==> config.mk <==
export PLATFORM = sky130hd
export DESIGN_NAME = muldiv_unit
export DESIGN_NICKNAME = d
export VERILOG_FILES = /design/src/rtl/muldiv_pkg.sv /design/src/rtl/muldiv_sign_adjust.sv /design/src/rtl/muldiv_unit.sv
export SDC_FILE = /design/constraint.sdc
export NUM_CORES = 1
export LEC_CHECK = 0
export CAP_MARGIN = 15
export CORE_ASPECT_RATIO = 0.5
export CORE_UTILIZATION = 28
export CTS_BUF_LIST = sky130_fd_sc_hd__clkbuf_2 sky130_fd_sc_hd__clkbuf_4 sky130_fd_sc_hd__clkbuf_8
export DETAILED_ROUTE_END_ITERATION = 10
export PLACE_DENSITY = 0.57
export SYNTH_ARGS = -nofsm -noshare
export SYNTH_HDL_FRONTEND = slang
export SYNTH_SLANG_ARGS = --single-unit
export TNS_END_PERCENT = 10
==> constraint.sdc <==
create_clock -name clk -period 3.2 [get_ports clk]
set_input_delay 0.64 -clock clk [delete_from_list [all_inputs] [get_ports clk]]
set_output_delay 0.64 -clock clk [all_outputs]
set_load 0.05 [all_outputs]
==> src/rtl/muldiv_pkg.sv <==
// Shared definitions for the iterative RV32M multiply/divide unit: op codes, FSM states, default width.
// Latency: not applicable (package only).
// Backpressure: not applicable (package only).
package muldiv_pkg;

  localparam int DEFAULT_WIDTH = 32;

  // RV32M funct3 encodings
  localparam logic [2:0] OP_MUL    = 3'b000;
  localparam logic [2:0] OP_MULH   = 3'b001;
  localparam logic [2:0] OP_MULHSU = 3'b010;
  localparam logic [2:0] OP_MULHU  = 3'b011;
  localparam logic [2:0] OP_DIV    = 3'b100;
  localparam logic [2:0] OP_DIVU   = 3'b101;
  localparam logic [2:0] OP_REM    = 3'b110;
  localparam logic [2:0] OP_REMU   = 3'b111;

  typedef enum logic [1:0] {
    ST_IDLE = 2'd0,
    ST_BUSY = 2'd1,
    ST_DONE = 2'd2
  } state_t;

  // All divide/remainder ops share funct3[2] = 1
  function automatic logic is_div_op(input logic [2:0] op);
    return op[2];
  endfunction

endpackage

==> src/rtl/muldiv_sign_adjust.sv <==
// Combinational sign handling: operand magnitudes on accept, result sign correction on completion.
// Latency: zero cycles (pure combinational).
// Backpressure: none; the FSM in muldiv_unit decides when outputs are sampled. Macro MULDIV_DIV_EN enables div/rem results.
module muldiv_sign_adjust
  import muldiv_pkg::*;
#(
  parameter int WIDTH = DEFAULT_WIDTH
) (
  input  logic [2:0]       i_op,
  input  logic [WIDTH-1:0] i_a,
  input  logic [WIDTH-1:0] i_b,
  output logic [WIDTH-1:0] o_a_mag,
  output logic [WIDTH-1:0] o_b_mag,
  output logic             o_neg_main,
`ifdef MULDIV_DIV_EN
  output logic             o_neg_rem,
  input  logic             i_fin_neg_rem,
`endif
  input  logic [2:0]       i_fin_op,
  input  logic             i_fin_neg_main,
  input  logic [WIDTH-1:0] i_hi,
  input  logic [WIDTH-1:0] i_lo,
  output logic [WIDTH-1:0] o_result
);

  logic               w_a_signed;
  logic               w_b_signed;
  logic               w_a_neg;
  logic               w_b_neg;
  logic               w_div_by_zero;
  logic [2*WIDTH-1:0] w_prod;
  logic [2*WIDTH-1:0] w_prod_adj;

  // MULHSU treats only operand A as signed; the unsigned ops treat neither as signed
  assign w_a_signed = (i_op == OP_MUL) || (i_op == OP_MULH) || (i_op == OP_MULHSU) ||
                      (i_op == OP_DIV) || (i_op == OP_REM);
  assign w_b_signed = (i_op == OP_MUL) || (i_op == OP_MULH) ||
                      (i_op == OP_DIV) || (i_op == OP_REM);
  assign w_a_neg    = w_a_signed && i_a[WIDTH-1];
  assign w_b_neg    = w_b_signed && i_b[WIDTH-1];
  assign w_div_by_zero = is_div_op(i_op) && (i_b == '0);

  assign o_a_mag    = w_a_neg ? -i_a : i_a;
  assign o_b_mag    = w_b_neg ? -i_b : i_b;
  // Quotient of a divide-by-zero must stay all-ones regardless of dividend sign
  assign o_neg_main = (w_a_neg ^ w_b_neg) && !w_div_by_zero;
`ifdef MULDIV_DIV_EN
  assign o_neg_rem  = w_a_neg;
`endif

  assign w_prod     = {i_hi, i_lo};
  assign w_prod_adj = i_fin_neg_main ? -w_prod : w_prod;

  // Select and sign-correct the final result for the captured op
  always_comb begin
    o_result = '0;
    case (i_fin_op)
      OP_MUL:                       o_result = w_prod_adj[WIDTH-1:0];
      OP_MULH, OP_MULHSU, OP_MULHU: o_result = w_prod_adj[2*WIDTH-1:WIDTH];
`ifdef MULDIV_DIV_EN
      OP_DIV, OP_DIVU:              o_result = i_fin_neg_main ? -i_lo : i_lo;
      OP_REM, OP_REMU:              o_result = i_fin_neg_rem  ? -i_hi : i_hi;
`endif
      default:                      o_result = '0;
    endcase
  end

endmodule

==> src/rtl/muldiv_unit.sv <==
// Iterative RV32M multiply/divide: shift-add multiply, restoring divide, one bit per cycle (MULDIV_DIV_EN adds divider).
// Latency: done pulses WIDTH+1 cycles after the accept edge for every op, including divide-by-zero and overflow.
// Backpressure: start is sampled only in IDLE; requests while busy are dropped, never queued.
module muldiv_unit
  import muldiv_pkg::*;
#(
  parameter int WIDTH = DEFAULT_WIDTH
) (
  input  logic             clk,
  input  logic             rst,
  input  logic             start,
  input  logic [2:0]       op,
  input  logic [WIDTH-1:0] RS1_data,
  input  logic [WIDTH-1:0] RS2_data,
  output logic             busy,
  output logic             done,
  output logic [WIDTH-1:0] RD_data
);

  localparam int CW = $clog2(WIDTH + 1);

  state_t           r_state;
  logic [CW-1:0]    r_cnt;
  logic [2:0]       r_op;
  logic [WIDTH-1:0] r_opnd;   // multiplicand or divisor magnitude
  logic [WIDTH-1:0] r_hi;     // product high half or partial remainder
  logic [WIDTH-1:0] r_lo;     // multiplier/product low half or dividend/quotient
  logic [WIDTH-1:0] r_rd;
  logic             r_busy;
  logic             r_done;
  logic             r_neg_main;

  logic [WIDTH-1:0] w_a_mag;
  logic [WIDTH-1:0] w_b_mag;
  logic             w_neg_main;
  logic [WIDTH-1:0] w_result;
  logic [WIDTH:0]   w_add;
  logic [WIDTH-1:0] w_hi_nxt;
  logic [WIDTH-1:0] w_lo_nxt;
`ifdef MULDIV_DIV_EN
  logic             r_neg_rem;
  logic             w_neg_rem;
  logic [WIDTH:0]   w_trial;
`endif

  assign busy    = r_busy;
  assign done    = r_done;
  assign RD_data = r_rd;

  muldiv_sign_adjust #(.WIDTH(WIDTH)) u_sign_adjust (
    .i_op           (op),
    .i_a            (RS1_data),
    .i_b            (RS2_data),
    .o_a_mag        (w_a_mag),
    .o_b_mag        (w_b_mag),
    .o_neg_main     (w_neg_main),
`ifdef MULDIV_DIV_EN
    .o_neg_rem      (w_neg_rem),
    .i_fin_neg_rem  (r_neg_rem),
`endif
    .i_fin_op       (r_op),
    .i_fin_neg_main (r_neg_main),
    .i_hi           (r_hi),
    .i_lo           (r_lo),
    .o_result       (w_result)
  );

  // One iteration step: shift-add for multiply, restoring subtract for divide
  always_comb begin
    w_add    = {1'b0, r_hi} + {1'b0, r_opnd};
    w_hi_nxt = r_hi;
    w_lo_nxt = r_lo;
`ifdef MULDIV_DIV_EN
    w_trial  = {r_hi, r_lo[WIDTH-1]} - {1'b0, r_opnd};
`endif
    if (!is_div_op(r_op)) begin
      if (r_lo[0]) {w_hi_nxt, w_lo_nxt} = {w_add, r_lo[WIDTH-1:1]};
      else         {w_hi_nxt, w_lo_nxt} = {1'b0, r_hi, r_lo[WIDTH-1:1]};
    end
`ifdef MULDIV_DIV_EN
    else begin
      // Borrow out of the trial subtract means "restore": keep the shifted remainder
      if (!w_trial[WIDTH]) begin
        w_hi_nxt = w_trial[WIDTH-1:0];
        w_lo_nxt = {r_lo[WIDTH-2:0], 1'b1};
      end else begin
        w_hi_nxt = {r_hi[WIDTH-2:0], r_lo[WIDTH-1]};
        w_lo_nxt = {r_lo[WIDTH-2:0], 1'b0};
      end
    end
`endif
  end

  // Control FSM plus datapath registers; RD_data only changes on the BUSY->DONE edge
  always_ff @(posedge clk or negedge rst) begin
    if (!rst) begin
      r_state    <= ST_IDLE;
      r_cnt      <= '0;
      r_op       <= OP_MUL;
      r_opnd     <= '0;
      r_hi       <= '0;
      r_lo       <= '0;
      r_rd       <= '0;
      r_busy     <= 1'b0;
      r_done     <= 1'b0;
      r_neg_main <= 1'b0;
`ifdef MULDIV_DIV_EN
      r_neg_rem  <= 1'b0;
`endif
    end else begin
      case (r_state)
        ST_IDLE: begin
          r_done <= 1'b0;
          if (start) begin
            r_state    <= ST_BUSY;
            r_busy     <= 1'b1;
            r_op       <= op;
            r_cnt      <= '0;
            r_hi       <= '0;
            r_neg_main <= w_neg_main;
`ifdef MULDIV_DIV_EN
            r_neg_rem  <= w_neg_rem;
`endif
            if (is_div_op(op)) begin
              r_lo   <= w_a_mag;
              r_opnd <= w_b_mag;
            end else begin
              r_lo   <= w_b_mag;
              r_opnd <= w_a_mag;
            end
          end
        end
        ST_BUSY: begin
          if (r_cnt != CW'(WIDTH)) begin
            r_hi  <= w_hi_nxt;
            r_lo  <= w_lo_nxt;
            r_cnt <= r_cnt + 1'b1;
          end else begin
            r_rd    <= w_result;
            r_done  <= 1'b1;
            r_state <= ST_DONE;
          end
        end
        ST_DONE: begin
          r_done  <= 1'b0;
          r_busy  <= 1'b0;
          r_state <= ST_IDLE;
        end
        default: begin
          r_done  <= 1'b0;
          r_busy  <= 1'b0;
          r_state <= ST_IDLE;
        end
      endcase
    end
  end

endmodule

# [Word-level counts from Yosys, hierarchy flattened]
# Cells that the tools add are included.
[classes] add_sub_neg=5 multipliers=0 div_mod_pow=0 n_lt_le_gt_ge=0 eq_ne=13 n_shift=0 n_mux=26 bitwise=3 n_reduce_logical=23
[ops] operator="$mux 32" count=12
[ops] operator="$pmux 32 s2" count=3
[ops] operator="$mux 64" count=1
[ops] operator="$neg 32->32" count=2
[ops] operator="$neg 64->64" count=1
[ops] operator="$add 32x32->33" count=1
[ops] operator="$logic_not 32->1" count=1
[ops] operator="$mux 6" count=2
[ops] operator="$pmux 6 s2" count=1
[ops] operator="$eq 3x2->1 const B" count=3
[ops] operator="$ne 2x2->1 const B" count=4
[ops] operator="$reduce_and 2->1" count=4
[ops] operator="$add 6x1->6 const B" count=1
[ops] operator="$eq 3x1->1 const B" count=2
[ops] operator="$eq 3x3->1 const B" count=2
[ops] operator="$logic_not 3->1" count=2
[ops] operator="$logic_or 1x1->1" count=6
[ops] operator="$ne 6x6->1 const B" count=1
[ops] operator="$logic_and 1x1->1" count=4
[ops] operator="$mux 2" count=2
[ops] operator="$pmux 2 s2" count=1
[ops] operator="$reduce_and 4->1" count=1
[ops] operator="$mux 1" count=3
[ops] operator="$reduce_and 3->1" count=1
[ops] operator="other kinds (8)" count=9
[totals] register_bits=142 latchBits=0 ramBits=0 rom_bits=0 input_bits=70 out_inout_bits=34 n_memories=0

# [Longest topological paths before layout]
# Gate-level depths: netlist of run 1.
[depth] word_depth=10 ltp_mapped=12 ltp_nobuf=11

# [Hierarchy]
# Synthesis of run 1 repeated with hierarchy kept, for this count alone.
[hier_totals] cells_unflattened=1412 hier_area_um2=11602.4
[by_module_without_submodules] module="muldiv_unit" n_inst=1 cells_each=885 area_per_inst_um2=8165.3 seq_area_each_um2=3553.4
[by_module_without_submodules] module="muldiv_sign_adjust" n_inst=1 cells_each=527 area_per_inst_um2=3437.0 seq_area_each_um2=0.0

# [Least setup slack after synthesis of run 1]
# No wires, ideal clock.
[synth_path] kind="input-to-reg" start="input port RS1_data[1]" end="register r_lo[28]" setup_ns=0.138 arrival_ns=2.973 required_ns=3.062 slack_ns=0.088 cell_stages=9 cell_sequence="inv_1 > ha_1 > or4b_2 > or4_1 > nor3_1 > a21oi_1 > xnor2_1 > a222oi_1 > o21ai_0"
[synth_via] elab_chain_len=5
[synth_lines] element="from (decl)" line="muldiv_unit.sv:13" text="input logic [WIDTH-1:0] RS1_data,"
[synth_lines] element="$neg 32->32" line="muldiv_sign_adjust.sv:43" text="assign o_a_mag = w_a_neg ? -i_a : i_a;"
[synth_lines] element="$mux 32" line="muldiv_sign_adjust.sv:43"
[synth_lines] element="$mux 32" line="muldiv_unit.sv:124" text="if (is_div_op(op)) begin"
[synth_lines] element="$mux 32" line="muldiv_unit.sv:114" text="if (start) begin"
[synth_lines] element="$pmux 32 s2" line="muldiv_unit.sv:111" text="case (r_state)"
[synth_lines] element="to (signal assigned)" line="muldiv_unit.sv:125" text="r_lo <= w_a_mag;"
[synth_lines] element="to (signal assigned)" line="muldiv_unit.sv:128" text="r_lo <= w_b_mag;"
[synth_lines] element="to (signal assigned)" line="muldiv_unit.sv:136" text="r_lo <= w_lo_nxt;"
[synth_lines] element="to (decl)" line="muldiv_unit.sv:27" text="logic [WIDTH-1:0] r_lo;"
# No other way between the ends. The select of a mux whose other input is x is not followed.
# A chain may end at the register's enable or synchronous reset.

# [Worst setup path after layout of run 1]
[layout_path] start="register r_lo[12]" end="register r_rd[31] (netlist: RD_data[31])"
[layout_via] elab_chain_len=3
[layout_lines] element="$neg 64->64" line="muldiv_sign_adjust.sv:52" text="assign w_prod_adj = i_fin_neg_main ? -w_prod : w_prod;"
[layout_lines] element="$mux 64" line="muldiv_sign_adjust.sv:52"
[layout_lines] element="$pmux 32 s2" line="muldiv_sign_adjust.sv:57" text="case (i_fin_op)"
[layout_lines] element="to (signal assigned)" line="muldiv_unit.sv:139" text="r_rd <= w_result;"
[layout_lines] element="to (decl)" line="muldiv_unit.sv:28" text="logic [WIDTH-1:0] r_rd;"
# No other way between the ends.

==> summary.md, run 1 <==
| Metric | Value |
|---|---|
| Initial antenna violation count | 0 |
| Clk_lat worst skew | 0.47 ns |
| Root Buffer | clkbuf_8 |
| Max stage delay on crit path | 0.62 ns |
| Clk sinks | ~140 |
| Power per Cell Area | 1020 nW/um^2 |
| Ratio of cells with drive above 1 in the final layout | between 10% and 20% |
| Final Power | 14200 uW |
| P_leak | 0.00581 uW |
| Setup bufs post-CTS | 0 |
| Final Hold Viols | 0 |
| Status | finished, final reports clean |
| DR WL/cell | 19.3 um |
| Area grow syn2layout | 26.4% |
| DRC errors left | 0 |
| Detail Placement HPWL | about 32000 um |
| Distinct cells, synth | 80 |
| Sw Share | 50.2% |
| Clock Skew | 0.0169 ns |
| CP arrival | 3.41 ns |
| Synth top area cells | dfrtp_1, o21ai_0, xnor2_1, nand2_1, xor2_1 |
| Core area | 38000 sq um |
| ANT cells | 0 |
| Die ar. | around 40000 sq um |
| Part of the Yosys area used for sequential elements | 32.3% |
| Post-Syn Area | between 10000 and 15000 sq um |
| Period Utilization, post-route | between 90% and 100% |
| P_int | 7070 uW |
| #FFs+latches synth | 142 |
| Placed Cells | 2014 |
| Max Cap Viol | 0 |
| RSZ-0062 raised after global routing | no |
| Final net count | 1621 |
| Num rows | 50 |
| Routed WL | approximately 40000 um |
| Multi-input gate area | 7050 sq um |
| Total number of vias | 10900 |
| Initial Util | between 20% and 30% |
| Worst R2R Setup Slack | around 0.11 ns |
| Htree depth | 4 |
| Most common library cells after synthesis | nand2_1, dfrtp_1, o21ai_0, a21oi_1, nor2_1 |
| CTS max path bufs | 2 |
| Clock power frac | 11.7% |
| Worst slew pin tran | roughly 0.74 ns |
| IO Count | 104 |
| Ys flop type | dfrtp_1 |
| Clock transition at the registers of the reported paths | 0.09 ns |
| FFs w/ async S/R, synth | 100% |
| Finished Layout Cells | 2046 |
| Worst ir drop on vdd | 0.402 mV |
| CP cell instances | or4_4 -> nor4_4 -> nand4_4 -> or3_4 -> nand2b_4 -> o41ai_4 -> xor2_1 -> o21ai_1 |
| Slew Limit Fails | 0 |
| Count leader, synth | nand2_1 |
| Logic pwr share | 63.1% |
| Slowest-stage cell, CP | or4_4 |
| Reg power frac | 25.2% |
| Setup TNS | 0 ns |
| F_max | 324 MHz |
| FILL cells | 4013 |
| Setup violators final | 0 |
| Post-CTS Hold Buffers | 0 |
| Startpoint Class | flop |
| Yosys top cell area share | 32.3% |
| Yosys warning count | 0 |
| Synthesized area per cell | ~8.2 sq um |
| Synth area leader | dfrtp_1 |
| Input/output buffers | 103 |
| Routability congestion estimate from global placement | just under 1 |
| Starting DRC count in detailed routing | between 1000 and 1500 |
| Psw | a little over 7000 uW |
| Worst path top cell family by delay | simple AND/OR/NAND/NOR gates |
| Gr usage total | ~20% |
| Die Span Y | about 140 um |
| Crit path required time | 3.52 ns |
| Cts bufs inserted | 17 |
| Util after Layout | 36.6% |
| Net count after synthesis | 1447 |
| Max_slew headroom | between 50% and 60% |
| FF/Latch Area | 3550 sq um |
| Min Tclk post-route | between 3 and 4 ns |
| TritonCTS clock tree | yes |
| Die Width | 282 um |
| DR vias/cell | between 5 and 6 |
| Post-route ant nets | 0 |
| First drt pass iteration count | 5 |
| Post-synth EDFFs | 0 |
| Worst setup EP type | flop |
| CP bufs+invs | 0 |
| Post-Synthesis Cells | 1339 |
| Worst-path maximum fanout | 8 |
| Vias in the first global route | 10100 |
| WS Path Type | flop to flop |
| Largest net degree at the start of global routing | 66 |
| Worst min path class | input pin to asynchronous set/reset pin |
| Global route overflow | 0 |
| Global-route wire length before repair | 61400 um |
## metrics by stage
step	instance area, sq um	worst slack, ns	hold WS, ns
2_1_floorplan	11000	0.0883	0.344
3_3_place_gp	13400	-0.488	0.471
5_1_grt	13900	0.00415	0.192
6_report	13900	0.113	0.163
4_1_cts	13900	0.00180	0.179
3_5_place_dp	13400	-0.495	0.493
## registers in the layout, indices dropped and copies added (netlist names)
signal      count
r_state         2
r_op            3
r_hi           32
r_neg_main      1
r_cnt           6
RD_data        32
busy            1
r_opnd         32
done            1
r_lo           32
## power groups by stage
stage,sequential [uW],clock [uW],combinational (uW)
2_1_floorplan,3980,0,5180
3_3_place_gp,3570,0,8780
3_5_place_dp,3580,0,8810
4_1_cts,3550,1680,8840
5_1_grt,3670,1760,9740
6_report,3580,1660,8970
## cell families after synthesis
| kind of cell | count (synthesis) | synth area share (%) |
|---|---|---|
| AO/OA/AOI/OAI | 448 | 26.3 |
| XOR/XNOR | 135 | 10.7 |
| adder cells (fa/ha/maj) | 38 | 4.39 |
| buffers and inverters | 118 | 4.02 |
| flip-flops | 142 | 32.3 |
| multiplexers | 36 | 3.31 |
| AND/OR/NAND/NOR | 422 | 19.0 |
## repair_timing
item	4_1_cts	5_1_grt
resized for setup	1	7
pin swaps	0	2
setup endpoints to repair	1	19
## layout by cell type (no fill, tap or decap), types with 19 or more instances in the layout
master and instances:
xor2_1 60, dfrtp_1 142, ha_1 37, xnor2_1 75, a21oi_1 96, mux2i_1 33, o21ai_0 137, o31ai_1 28
nor3_1 39, inv_1 28, clkdlybuf4s50_1 101, nand2_1 156, nor2_1 91, buf_4 140, o221ai_1 21, clkbuf_8 19
a22oi_1 44
## worst paths after layout
check                           from           to  cells past startpoint
setup reg to reg            r_lo[12]  RD_data[31]                      8
max in group asynchronous        rst     r_hi[31]                      2
setup / recovery            r_lo[12]  RD_data[31]                      8
hold / removal                   rst         busy                      1
hold reg to reg            r_opnd[3]    r_opnd[3]                      2
min in group clk           r_opnd[3]    r_opnd[3]                      2
## routing by layer
layer	GRT usage [%]	wire length (um)	vias to the layer above
met5	0	0	-
met3	3.14	2990	26
li1	-	-	5308
met1	31.3	20100	5226
met2	28.5	16200	367
met4	2.65	281	0
## worst register-to-register path, cell delays in order (launching register included)
cell and delay, ns:
dfrtp_1 0.41, or4_4 0.62, nor4_4 0.52, nand4_4 0.28, or3_4 0.44, nand2b_4 0.19
o41ai_4 0.24, xor2_1 0.17, o21ai_1 0.07
## final cells by class
| type | instances | share of cell area (%) |
|---|---|---|
| flip-flops and latches | 142 | 25.5 |
| repair buffers | 244 | 15.1 |
| multi-input cells | 1079 | 50.7 |
| inverters | 29 | 0.783 |
| clock inverters | 9 | 1.14 |
| well taps | 520 | 4.68 |
| clock buffers | 23 | 2.10 |
No activity file was read; power rests on OpenSTA's default activity.
==> run 2, diff against run 1 <==
--- a/config.mk
+++ b/config.mk
@@ -5,7 +5,6 @@
 export SDC_FILE = /design/constraint.sdc
 export NUM_CORES = 1
 export LEC_CHECK = 0
-export CAP_MARGIN = 15
 export CORE_ASPECT_RATIO = 0.5
 export CORE_UTILIZATION = 28
 export CTS_BUF_LIST = sky130_fd_sc_hd__clkbuf_2 sky130_fd_sc_hd__clkbuf_4 sky130_fd_sc_hd__clkbuf_8
@@ -14,4 +13,4 @@
 export SYNTH_ARGS = -nofsm -noshare
 export SYNTH_HDL_FRONTEND = slang
 export SYNTH_SLANG_ARGS = --single-unit
-export TNS_END_PERCENT = 10
+export TNS_END_PERCENT = 100
==> results of run 2 <==
No change in the layout: final DEF, timing and power equal those of run 1.
==> run 3, diff against run 2 <==
--- a/config.mk
+++ b/config.mk
@@ -7,7 +7,6 @@
 export LEC_CHECK = 0
 export CORE_ASPECT_RATIO = 0.5
 export CORE_UTILIZATION = 28
-export CTS_BUF_LIST = sky130_fd_sc_hd__clkbuf_2 sky130_fd_sc_hd__clkbuf_4 sky130_fd_sc_hd__clkbuf_8
 export DETAILED_ROUTE_END_ITERATION = 10
 export PLACE_DENSITY = 0.57
 export SYNTH_ARGS = -nofsm -noshare
==> run 3 against run 2 <==
Critical path type unchanged; count of clock-buffer cells in the layout unchanged; via count increased by 0.71%; clock skew shrank 0.0028 ns; global-route usage barely moved; first-iteration DRC count increased by 1.4%; setup slack worse by 0.00084 ns; critical path depth is the same; design area grew 1.2%; sequential power is essentially flat; register-to-register slack about the same; wire length grew 0.37%.
==> summary.md, run 3 (synthesized netlist as in run 1, its figures left out) <==
| Metric | Value |
|---|---|
| Util after Layout | 37.0% (+0.45 points) |
| Max Cap Viol | 0 (unchanged) |
| Clock power frac | 14.5% (+2.8 points) |
| Global route overflow | 0 (unchanged) |
| Reg power frac | 24.5% (-0.7 points) |
| DR WL/cell | 19.4 um (+0.37%) |
| Logic pwr share | 61.0% (-2.1 points) |
| Largest net degree at the start of global routing | 66 (unchanged) |
| Post-place setup slack | -0.495 ns (unchanged) |
| Vias in the first global route | 10100 (+0.52%) |
| Clock Skew | 0.0142 ns (-0.00275 ns) |
| Setup violators final | 0 (unchanged) |
| Max_slew headroom | 50.0% (-0.40 points) |
| Root Buffer | clkbuf_16 |
| Global-route wire length before repair | 61300 um (about the same) |
| Final net count | 1621 (unchanged) |
| Worst ir drop on vdd | 0.547 mV (+36%) |
| Worst R2R Setup Slack | 0.11 ns (about the same) |
| Crit path capture | RD_data[14] |
| Post-route ant nets | 0 (unchanged) |
| Worst slew pin tran | 0.749 ns (+0.00600 ns) |
| Core area | 38000 sq um (unchanged) |
| Input/output buffers | 103 (unchanged) |
| Routability congestion estimate from global placement | 0.970 (unchanged) |
| Startpoint Class | flop |
| Finished Layout Cells | 2046 (unchanged) |
| IO Count | 104 (unchanged) |
| Starting DRC count in detailed routing | 1162 (+1.4%) |
| Status | finished, final reports clean |
| F_max | 324 MHz (about the same) |
| First drt pass iteration count | 6 (+1) |
| ANT cells | 0 (unchanged) |
| DRC errors left | 0 (unchanged) |
| Initial antenna violation count | 0 (unchanged) |
| RSZ-0062 raised after global routing | yes |
| Htree depth | 4 (unchanged) |
| Commonest non-fill, non-tap cells in the layout | nand2_1, dfrtp_1, buf_4 |
| P_int | 7500 uW (+6.0%) |
| Fin worst setup slack | 0.112 ns (-0.000845 ns) |
| Slew Limit Fails | 0 (unchanged) |
| Reg2Reg Depth | 8 (unchanged) |
| Die Width | 282 um (unchanged) |
| Cts bufs inserted | 17 (unchanged) |
| Total number of vias | 11000 (+0.71%) |
| Gr usage total | 19.9% (-0.033 points) |
| Min Tclk post-route | 3.09 ns (+0.000845 ns) |
| Setup bufs post-CTS | 0 (unchanged) |
| Final Hold Viols | 0 (unchanged) |
| Crit path launch | r_lo[23] |
| Crit path required time | 3.46 ns (-0.06 ns) |
| CP arrival | 3.34 ns (-0.07 ns) |
| Clock transition at the registers of the reported paths | 0.06 ns (-0.03 ns) |
| Most common cell after layout, fill and taps aside | nand2_1 |
| Worst min path class | input pin to asynchronous set/reset pin |
| Clk_lat worst skew | 0.43 ns (-0.04 ns) |
| Num rows | 50 (unchanged) |
| Power per Cell Area | 1040 nW/um^2 (+2.2%) |
| Multi-input gate area | 7040 sq um (about the same) |
| P_leak | 0.00588 uW (+1.3%) |
| Detail Placement HPWL | 31800 um (unchanged) |
| Die Span Y | 142 um (unchanged) |
| Initial Util | 28.9% (unchanged) |
| Psw | 7190 uW (+0.83%) |
| Period Utilization, post-route | 96.5% (about the same) |
| FF-to-FF End | RD_data[14] |
| Area grow syn2layout | 27.9% |
| Worst-path maximum fanout | 4 (-4) |
| DR vias/cell | 5.38 (+0.71%) |
| WS Path Type | flop to flop |
| FILL cells | 3986 (-0.67%) |
| Sw Share | 49.0% (-1.3 points) |
| Die ar. | 40100 sq um (unchanged) |
| Clk sinks | 142 (unchanged) |
| CTS max path bufs | 2 (unchanged) |
| Setup TNS | 0 ns (unchanged) |
| R2r startpoint | r_lo[23] |
| Worst setup EP type | flop |
| Ratio of cells with drive above 1 in the final layout | 13.8% (-0.39 points) |
| Routed WL | 39700 um (+0.37%) |
| Placed Cells | 2014 (unchanged) |
| FF/Latch Area | 3550 sq um (unchanged) |
| TritonCTS clock tree | yes |
[run 3: metrics by stage]
stage,power (uW),hold slack [ns],instance area [sq um]
2_1_floorplan,9160,0.344,11000
4_1_cts,14600,0.234,14100
6_report,14700,0.208,14100
3_5_place_dp,12400,0.493,13400
5_1_grt,15700,0.254,14100
3_3_place_gp,12300,0.471,13400
[run 3: worst max-delay path, stage by stage, from the launching register on]
cell	delay (ns)
dfrtp_1	0.48
nor4_2	0.60
nor3b_2	0.33
nand4_1	0.16
or4_1	0.66
nor4_1	0.34
nor3_1	0.08
a21oi_1	0.14
o221ai_1	0.14
[run 3: power groups by stage]
| stage | clock network, uW | logic, uW | registers [uW] |
|---|---|---|---|
| after floorplan | 0 | 5180 | 3980 |
| after global placement | 0 | 8780 | 3570 |
| after detailed placement | 0 | 8810 | 3580 |
| after CTS | 2160 | 8850 | 3560 |
| after global routing | 2230 | 9740 | 3670 |
| final | 2130 | 8970 | 3590 |
[run 3: cell type report]
type                       instances  share of cell area (%)
tap                              520                    4.62
timing repair buffer             244                    14.9
inverter                          29                   0.773
sequential                       142                    25.2
clock buffer                      23                    3.32
multi-input combinational       1079                    50.0
clock inverter                     9                    1.13
[run 3: routing by layer]
metal / part of all wire, % / vias to the layer above / track usage [%]
met5: 0 / - / 0
met4: 0.82 / 0 / 3.33
met3: 7.4 / 27 / 2.51
met2: 41 / 388 / 28.5
met1: 51 / 5286 / 31.3
li1: - / 5304 / -
[run 3: how the worst min path moves through the flow]
stage          startpoint         end  slack [ns]  cells after the start
6_report              rst   r_opnd[0]        0.21                      1
5_1_grt               rst    r_cnt[1]        0.25                      1
4_1_cts               rst   r_opnd[0]        0.23                      1
3_5_place_dp    r_opnd[3]   r_opnd[3]        0.49                      2
3_3_place_gp    r_opnd[4]   r_opnd[4]        0.47                      2
2_1_floorplan         rst  RD_data[0]        0.34                      0
[run 3: timing repair]
action | in CTS | in global routing
pin swaps | 0 | 2
cloned | 0 | 0
endpoints found under the setup margin | 4 | 19
hold buffers | 0 | 0
resized for setup | 2 | 5
